--- config.mk ---
export PLATFORM = sky130hd
export DESIGN_NAME = multicycle_control_flat
export DESIGN_NICKNAME = d
export VERILOG_FILES = /design/src/rtl/multicycle_control_if.sv /design/src/rtl/multicycle_control.sv /design/src/flat_wrapper.sv
export SDC_FILE = /design/constraint.sdc
export NUM_CORES = 1
export LEC_CHECK = 0
export CAP_MARGIN = 20
export CORE_MARGIN = 3
export CORE_UTILIZATION = 40
export CTS_CLUSTER_SIZE = 28
export DETAILED_ROUTE_END_ITERATION = 10
export GPL_TIMING_DRIVEN = 0
export PLACE_DENSITY = 0.77
export SLEW_MARGIN = 20
export SYNTH_ARGS = -nofsm -noshare
export SYNTH_HDL_FRONTEND = slang
export SYNTH_SLANG_ARGS = --single-unit
--- constraint.sdc ---
create_clock -name clk -period 2.2 [get_ports clk]
set_clock_uncertainty 0.15 [all_clocks]
set_input_delay 0.33 -clock clk [delete_from_list [all_inputs] [get_ports clk]]
set_output_delay 0.33 -clock clk [all_outputs]
set_load 0.05 [all_outputs]
--- src/rtl/multicycle_control_if.sv ---
// Control-unit bus: instruction fields and memory handshake in, datapath
// mux selects and enables out. The control unit is the master.
interface multicycle_control_if;
    logic [5:0] OpCode;
    logic [5:0] Funct;
    logic       mem_ready;
    logic       PCWrite;
    logic       PCWriteCond;
    logic [1:0] PCSrc;
    logic       IorD;
    logic       MemRead;
    logic       MemWrite;
    logic       IRWrite;
    logic       RegWrite;
    logic [1:0] RegDst;
    logic [1:0] MemtoReg;
    logic [1:0] ALUSrcA;
    logic [1:0] ALUSrcB;
    logic       ExtOp;
    logic       LuOp;
    logic [3:0] ALUOp;
    logic       HiLoWrite;
    logic       mul_busy;
    logic       instr_done;
    logic       illegal;
    logic [2:0] state;

    modport master (
        input  OpCode, Funct, mem_ready,
        output PCWrite, PCWriteCond, PCSrc, IorD, MemRead, MemWrite, IRWrite,
               RegWrite, RegDst, MemtoReg, ALUSrcA, ALUSrcB, ExtOp, LuOp,
               ALUOp, HiLoWrite, mul_busy, instr_done, illegal, state
    );

    modport slave (
        output OpCode, Funct, mem_ready,
        input  PCWrite, PCWriteCond, PCSrc, IorD, MemRead, MemWrite, IRWrite,
               RegWrite, RegDst, MemtoReg, ALUSrcA, ALUSrcB, ExtOp, LuOp,
               ALUOp, HiLoWrite, mul_busy, instr_done, illegal, state
    );
endinterface

--- src/rtl/multicycle_control.sv ---
// Multi-cycle MIPS control FSM: IF/ID/EX/MEM/WB/MUL sequencing with a memory
// ready handshake, a parametrised multiply step and illegal-opcode detection.
// Control outputs are decoded from the state register plus the live
// mem_ready/opcode inputs so that handshakes take effect in the same cycle,
// and every output is forced low while rst_n is low.
module multicycle_control #(
    parameter int MULT_CYCLES = 4,
    parameter int ENABLE_MULT = 1,
    parameter int CNT_W       = 3
) (
    input  logic               clk,
    input  logic               rst_n,
    multicycle_control_if.master bus
);
    typedef enum logic [2:0] {
        S_IF = 3'd0, S_ID = 3'd1, S_EX = 3'd2, S_MEM = 3'd3, S_WB = 3'd4, S_MUL = 3'd5
    } state_t;

    state_t           r_state;
    logic [CNT_W-1:0] r_cnt;

    logic w_rtype, w_j, w_jal, w_jr, w_jalr, w_beq, w_lw, w_sw, w_ialu;
    logic w_mult_fn, w_mult, w_shift, w_legal, w_jump;

    assign w_rtype   = (bus.OpCode == 6'h00);
    assign w_j       = (bus.OpCode == 6'h02);
    assign w_jal     = (bus.OpCode == 6'h03);
    assign w_beq     = (bus.OpCode == 6'h04);
    assign w_lw      = (bus.OpCode == 6'h23);
    assign w_sw      = (bus.OpCode == 6'h2b);
    assign w_ialu    = ((bus.OpCode >= 6'h08) && (bus.OpCode <= 6'h0c)) || (bus.OpCode == 6'h0f);
    assign w_jr      = w_rtype && (bus.Funct == 6'h08);
    assign w_jalr    = w_rtype && (bus.Funct == 6'h09);
    assign w_mult_fn = w_rtype && ((bus.Funct == 6'h18) || (bus.Funct == 6'h19));
    assign w_mult    = w_mult_fn && (ENABLE_MULT != 0);
    assign w_shift   = (bus.Funct == 6'h00) || (bus.Funct == 6'h02) || (bus.Funct == 6'h03);
    // With multiply disabled, mult/multu fall out of the legal R-type set.
    assign w_legal   = (w_rtype && !(w_mult_fn && (ENABLE_MULT == 0)))
                     || w_j || w_jal || w_beq || w_ialu || w_lw || w_sw;
    assign w_jump    = w_j || w_jal || w_jr || w_jalr;

    // State sequencing and MUL down-counter.
    always_ff @(posedge clk or negedge rst_n) begin
        if (!rst_n) begin
            r_state <= S_IF;
            r_cnt   <= '0;
        end else begin
            case (r_state)
                S_IF:  if (bus.mem_ready) r_state <= S_ID;
                S_ID:  r_state <= (w_jump || !w_legal) ? S_IF : S_EX;
                S_EX: begin
                    if (w_mult) begin
                        r_cnt   <= CNT_W'(MULT_CYCLES - 1);
                        r_state <= S_MUL;
                    end else if (w_beq) begin
                        r_state <= S_IF;
                    end else if (w_lw || w_sw) begin
                        r_state <= S_MEM;
                    end else begin
                        r_state <= S_WB;
                    end
                end
                S_MEM: if (bus.mem_ready) r_state <= w_sw ? S_IF : S_WB;
                S_WB:  r_state <= S_IF;
                S_MUL: begin
                    if (r_cnt == '0) r_state <= S_IF;
                    else             r_cnt   <= r_cnt - 1'b1;
                end
                default: r_state <= S_IF;
            endcase
        end
    end

    // Per-state control decode; everything defaults to 0 and stays 0 in reset.
    always_comb begin
        bus.PCWrite     = 1'b0;
        bus.PCWriteCond = 1'b0;
        bus.PCSrc       = 2'b00;
        bus.IorD        = 1'b0;
        bus.MemRead     = 1'b0;
        bus.MemWrite    = 1'b0;
        bus.IRWrite     = 1'b0;
        bus.RegWrite    = 1'b0;
        bus.RegDst      = 2'b00;
        bus.MemtoReg    = 2'b00;
        bus.ALUSrcA     = 2'b00;
        bus.ALUSrcB     = 2'b00;
        bus.ExtOp       = 1'b0;
        bus.LuOp        = 1'b0;
        bus.ALUOp       = 4'b0000;
        bus.HiLoWrite   = 1'b0;
        bus.mul_busy    = 1'b0;
        bus.instr_done  = 1'b0;
        bus.illegal     = 1'b0;
        bus.state       = 3'd0;
        if (rst_n) begin
            bus.state = r_state;
            case (r_state)
                S_IF: begin
                    bus.MemRead = 1'b1;
                    bus.ALUSrcB = 2'b01;
                    bus.PCWrite = bus.mem_ready;
                    bus.IRWrite = bus.mem_ready;
                end
                S_ID: begin
                    // Branch target is always precomputed into ALUOut here.
                    bus.ALUSrcB = 2'b11;
                    bus.ExtOp   = 1'b1;
                    if (w_j || w_jal) begin
                        bus.PCWrite    = 1'b1;
                        bus.PCSrc      = 2'b01;
                        bus.instr_done = 1'b1;
                        if (w_jal) begin
                            bus.RegWrite = 1'b1;
                            bus.RegDst   = 2'b10;
                            bus.MemtoReg = 2'b10;
                        end
                    end else if (w_jr || w_jalr) begin
                        bus.PCWrite    = 1'b1;
                        bus.PCSrc      = 2'b10;
                        bus.instr_done = 1'b1;
                        if (w_jalr) begin
                            bus.RegWrite = 1'b1;
                            bus.RegDst   = 2'b01;
                            bus.MemtoReg = 2'b10;
                        end
                    end else if (!w_legal) begin
                        bus.illegal = 1'b1;
                    end
                end
                S_EX: begin
                    bus.ALUOp[3] = bus.OpCode[0];
                    if (w_mult) begin
                        bus.ALUOp[3] = bus.OpCode[0];
                    end else if (w_rtype) begin
                        bus.ALUSrcA    = w_shift ? 2'b10 : 2'b01;
                        bus.ALUOp[2:0] = 3'b010;
                    end else if (w_beq) begin
                        bus.ALUSrcA     = 2'b01;
                        bus.ALUOp[2:0]  = 3'b001;
                        bus.PCWriteCond = 1'b1;
                        bus.PCSrc       = 2'b11;
                        bus.instr_done  = 1'b1;
                    end else if (w_lw || w_sw) begin
                        bus.ALUSrcA = 2'b01;
                        bus.ALUSrcB = 2'b10;
                        bus.ExtOp   = 1'b1;
                    end else begin
                        bus.ALUSrcA = 2'b01;
                        bus.ALUSrcB = 2'b10;
                        bus.ExtOp   = (bus.OpCode == 6'h08) || (bus.OpCode == 6'h0a);
                        bus.LuOp    = (bus.OpCode == 6'h0f);
                        if (bus.OpCode == 6'h0c)
                            bus.ALUOp[2:0] = 3'b100;
                        else if ((bus.OpCode == 6'h0a) || (bus.OpCode == 6'h0b))
                            bus.ALUOp[2:0] = 3'b101;
                    end
                end
                S_MEM: begin
                    bus.IorD       = 1'b1;
                    bus.MemRead    = w_lw;
                    bus.MemWrite   = w_sw;
                    bus.instr_done = w_sw && bus.mem_ready;
                end
                S_WB: begin
                    bus.RegWrite   = 1'b1;
                    bus.instr_done = 1'b1;
                    if (w_lw)         bus.MemtoReg = 2'b01;
                    else if (w_rtype) bus.RegDst   = 2'b01;
                end
                S_MUL: begin
                    bus.mul_busy = 1'b1;
                    if (r_cnt == '0) begin
                        bus.HiLoWrite  = 1'b1;
                        bus.instr_done = 1'b1;
                    end
                end
                default: bus.state = r_state;
            endcase
        end
    end
endmodule

--- src/flat_wrapper.sv ---
// flat-port wrapper written by rule: the top's interface ports become plain ports
module multicycle_control_flat 
#(
    parameter int MULT_CYCLES = 4,
    parameter int ENABLE_MULT = 1,
    parameter int CNT_W       = 3
)
  (clk, rst_n, bus_OpCode, bus_Funct, bus_mem_ready, bus_PCWrite, bus_PCWriteCond, bus_PCSrc, bus_IorD, bus_MemRead, bus_MemWrite, bus_IRWrite, bus_RegWrite, bus_RegDst, bus_MemtoReg, bus_ALUSrcA, bus_ALUSrcB, bus_ExtOp, bus_LuOp, bus_ALUOp, bus_HiLoWrite, bus_mul_busy, bus_instr_done, bus_illegal, bus_state);
  multicycle_control_if bus_i ();
  input  logic clk;
  input  logic rst_n;
  input wire logic [$bits(bus_i.OpCode)-1:0] bus_OpCode;
  input wire logic [$bits(bus_i.Funct)-1:0] bus_Funct;
  input wire logic [$bits(bus_i.mem_ready)-1:0] bus_mem_ready;
  output wire logic [$bits(bus_i.PCWrite)-1:0] bus_PCWrite;
  output wire logic [$bits(bus_i.PCWriteCond)-1:0] bus_PCWriteCond;
  output wire logic [$bits(bus_i.PCSrc)-1:0] bus_PCSrc;
  output wire logic [$bits(bus_i.IorD)-1:0] bus_IorD;
  output wire logic [$bits(bus_i.MemRead)-1:0] bus_MemRead;
  output wire logic [$bits(bus_i.MemWrite)-1:0] bus_MemWrite;
  output wire logic [$bits(bus_i.IRWrite)-1:0] bus_IRWrite;
  output wire logic [$bits(bus_i.RegWrite)-1:0] bus_RegWrite;
  output wire logic [$bits(bus_i.RegDst)-1:0] bus_RegDst;
  output wire logic [$bits(bus_i.MemtoReg)-1:0] bus_MemtoReg;
  output wire logic [$bits(bus_i.ALUSrcA)-1:0] bus_ALUSrcA;
  output wire logic [$bits(bus_i.ALUSrcB)-1:0] bus_ALUSrcB;
  output wire logic [$bits(bus_i.ExtOp)-1:0] bus_ExtOp;
  output wire logic [$bits(bus_i.LuOp)-1:0] bus_LuOp;
  output wire logic [$bits(bus_i.ALUOp)-1:0] bus_ALUOp;
  output wire logic [$bits(bus_i.HiLoWrite)-1:0] bus_HiLoWrite;
  output wire logic [$bits(bus_i.mul_busy)-1:0] bus_mul_busy;
  output wire logic [$bits(bus_i.instr_done)-1:0] bus_instr_done;
  output wire logic [$bits(bus_i.illegal)-1:0] bus_illegal;
  output wire logic [$bits(bus_i.state)-1:0] bus_state;
  assign bus_i.OpCode = bus_OpCode;
  assign bus_i.Funct = bus_Funct;
  assign bus_i.mem_ready = bus_mem_ready;
  assign bus_PCWrite = bus_i.PCWrite;
  assign bus_PCWriteCond = bus_i.PCWriteCond;
  assign bus_PCSrc = bus_i.PCSrc;
  assign bus_IorD = bus_i.IorD;
  assign bus_MemRead = bus_i.MemRead;
  assign bus_MemWrite = bus_i.MemWrite;
  assign bus_IRWrite = bus_i.IRWrite;
  assign bus_RegWrite = bus_i.RegWrite;
  assign bus_RegDst = bus_i.RegDst;
  assign bus_MemtoReg = bus_i.MemtoReg;
  assign bus_ALUSrcA = bus_i.ALUSrcA;
  assign bus_ALUSrcB = bus_i.ALUSrcB;
  assign bus_ExtOp = bus_i.ExtOp;
  assign bus_LuOp = bus_i.LuOp;
  assign bus_ALUOp = bus_i.ALUOp;
  assign bus_HiLoWrite = bus_i.HiLoWrite;
  assign bus_mul_busy = bus_i.mul_busy;
  assign bus_instr_done = bus_i.instr_done;
  assign bus_illegal = bus_i.illegal;
  assign bus_state = bus_i.state;
  multicycle_control #(.MULT_CYCLES(MULT_CYCLES), .ENABLE_MULT(ENABLE_MULT), .CNT_W(CNT_W)) u_core (.clk(clk), .rst_n(rst_n), .bus(bus_i));
endmodule
==> impl_metrics.env <==
export IMPL_grt_overflow=0
export IMPL_synth_compound_area_share_pct=22.70
export IMPL_syn_avg_cell_area_sq_um=7.203
export IMPL_drive_above_1_share_pct=45.73
export IMPL_die_h_um=56.21
export IMPL_max_clock_path_buffers=2
export IMPL_rrSetupSlack_ns=0.48
export IMPL_synth_seq_cells=6
export IMPL_min_path_type="reg -> reg"
export IMPL_synth_adder_area_share_pct=2.481
export IMPL_cp_required_ns=1.72
export IMPL_synth_xor_area_share_pct=0
export IMPL_max_stage_delay_ns=0.39
export IMPL_dpl_worst_slack_ns=-1.192
export IMPL_path_clk_slew_ns=0.05
export IMPL_status="finished, final reports clean"
export IMPL_vias=1326
export IMPL_place_congestion=0.7991
export IMPL_power_density_nw_per_um2=710.0
export IMPL_startpoint_type="input pin"
export IMPL_synth_seq_area_share_pct=14.89
export IMPL_netlist_instances=140
export IMPL_power_leakage_nw=0.7625
export IMPL_die_w_um=56.21
export IMPL_worstPathArrival_ns=1.66
export IMPL_io_buffers=43
export IMPL_hold_slack_ns=0.3787
export IMPL_cts_buffers_inserted=3
export IMPL_grt_pass1_wl_um=6175
export IMPL_remaining_drc_errors=0
export IMPL_vias_per_cell=5.841
export IMPL_worst_pin_slew_ns=0.5040
export IMPL_peakVddDrop_mv=0.8402
export IMPL_antenna_cells=0
export IMPL_synth_top_family_by_area="simple AND/OR/NAND/NOR gates"
export IMPL_die_area_sq_um=3160
export IMPL_nets=218
export IMPL_track_usage_pct=23.92
export IMPL_grt_max_degree=11
export IMPL_synth_top_flop_cell="dfrtp_1"
export IMPL_mostFrequentLayoutCells="buf_4, nor2_1, nand2_1, buf_2"
export IMPL_criticalPathCategory="in -> out"
export IMPL_final_common_cell="buf_4"
export IMPL_ctsHtreeMaxLevel=1
export IMPL_cp_max_fo=5
export IMPL_antenna_found_initial=0
export IMPL_muxShareOfSynthArea_pct=1.985
export IMPL_first_pass_iters=4
export IMPL_drv_slew=0
export IMPL_finalSetupViolations=0
export IMPL_tritoncts="yes"
export IMPL_slowest_stage="or3b_1"
export IMPL_period_needed_ns=2.143
export IMPL_grt_pass1_vias=1294
export IMPL_yosys_area_share_simple_pct=50.87
export IMPL_fmax_mhz=466.6
export IMPL_synth_edf_count=0
export IMPL_min_period_over_period_pct=97.42
export IMPL_drtIter0Drc=63
export IMPL_final_antenna_net_count=0
export IMPL_endpoint_kind="output pin"
export IMPL_clkSinkCount=6
export IMPL_syn_nets=157
export IMPL_finalWirelength_um=3706
export IMPL_clk_latency_ns=0.25
export IMPL_synth_top_area_cell="dfrtp_1"
export IMPL_dp_hpwl_um=2563
export IMPL_ys_warnings_count=0
export IMPL_maxSlewHeadroom_pct=66.35
export IMPL_finalHoldViolations=0
export IMPL_synthToLayoutAreaGrowth_pct=65.38
export IMPL_root_buffer="clkbuf_4"
export IMPL_start_util_pct=43.90
export IMPL_synth_top_cells_by_area="dfrtp_1, nor2_1, a21oi_1, nand2_1, nand2b_1"
export IMPL_netlist_area_sq_um=1008
export IMPL_power_total_mw=1.184
export IMPL_cap_viol_max_count=0
export IMPL_cp_cell_sequence="buf_2, nor3_4, nand4_4, or3b_1, a21oi_2, buf_6"
export IMPL_yosys_cell_types_count=48
export IMPL_wl_per_cell_um=16.33
export IMPL_io_pins=45
export IMPL_netlist_area_leader_share_pct=14.89
export IMPL_synthArstFlopShare_pct=100.0
export IMPL_core_sq_um=2297
export IMPL_worst_slack_ns=0.05684
export IMPL_num_rows=17
## area by class of cell
cell class,instances,area (sq um)
repair buffers,56,430.4
fillers,187,629.4
well taps,28,35.03
inverters,7,26.28
flip-flops and latches,6,150.1
plain buffers,7,71.32
multi-input cells,120,932.1
clock buffers,3,22.52
## where the power goes
| group | leakage, nW | switching [mW] | internal, mW | total [mW] |
|---|---|---|---|---|
| Sequential | 0.0731 | 0.0348 | 0.154 | 0.189 |
| Combinational | 0.676 | 0.548 | 0.339 | 0.887 |
| Clock | 0.0138 | 0.0459 | 0.0621 | 0.108 |
## layer usage
layer / GRT usage [%] / routed length (um)
met1: 30.36 / 1499
met2: 41.57 / 1842
met3: 5.336 / 327
met4: 4.068 / 36
met5: 0 / 0
## synthesized netlist by cell type, drive strengths merged (3+ instances only)
library cell / number
dfrtp: 6
nand2b: 9
nor4b: 3
inv: 7
nand4: 5
o21ai: 3
nor2b: 5
nor2: 17
nor3: 7
a21oi: 12
buf: 5
and2: 3
nand3: 4
nand3b: 4
nand2: 16
## cells by family after synthesis
logic type,count (synthesis)
buf+inv,14
mux,2
simple gates,83
compound gates,33
fa+ha+maj,2
flops,6
## worst paths after layout
kind / startpoint / depth (start not counted) / endpoint
worst max register to register: u_core.r_state[0] / 7 / u_core.r_cnt[2]
max in group asynchronous: rst_n / 2 / u_core.r_state[0]
min in group asynchronous: rst_n / 2 / u_core.r_cnt[0]
worst min-delay path: u_core.r_cnt[1] / 1 / u_core.r_cnt[1]
worst max-delay path: bus_OpCode[4] / 6 / bus_PCSrc[1]
worst min register to register: u_core.r_cnt[1] / 1 / u_core.r_cnt[1]
## flip-flops by register name, indices dropped and copies added (netlist names)
signal          count
u_core.r_cnt        3
u_core.r_state      3
## critical path: cells and delay by family
family / cells / cell delay [ns]
and+or+nand+nor: 3 / 0.85
buffers and inverters: 2 / 0.31
AOI/OAI and AO/OA: 1 / 0.16
## stage by stage
stage	utilization [%]	std cells	area [sq um]	setup TNS, ns
5_1_grt	72.60	227	1668	-0.004789
2_1_floorplan	-	140	1079	-1.435
3_5_place_dp	67.21	211	1544	-25.77
6_report	72.60	227	1668	0
4_1_cts	71.13	225	1634	-0.001499
3_3_place_gp	67.21	211	1544	-25.48
## timing repair
item	in CTS	in global routing
buffers inserted	10	2
gates resized for setup	182	39
hold buffers	1	0
setup endpoints to repair	30	29
endpoints found under the hold margin	6	0
pin swaps	6	8
Note: power is estimated with default switching activity, not from simulation.
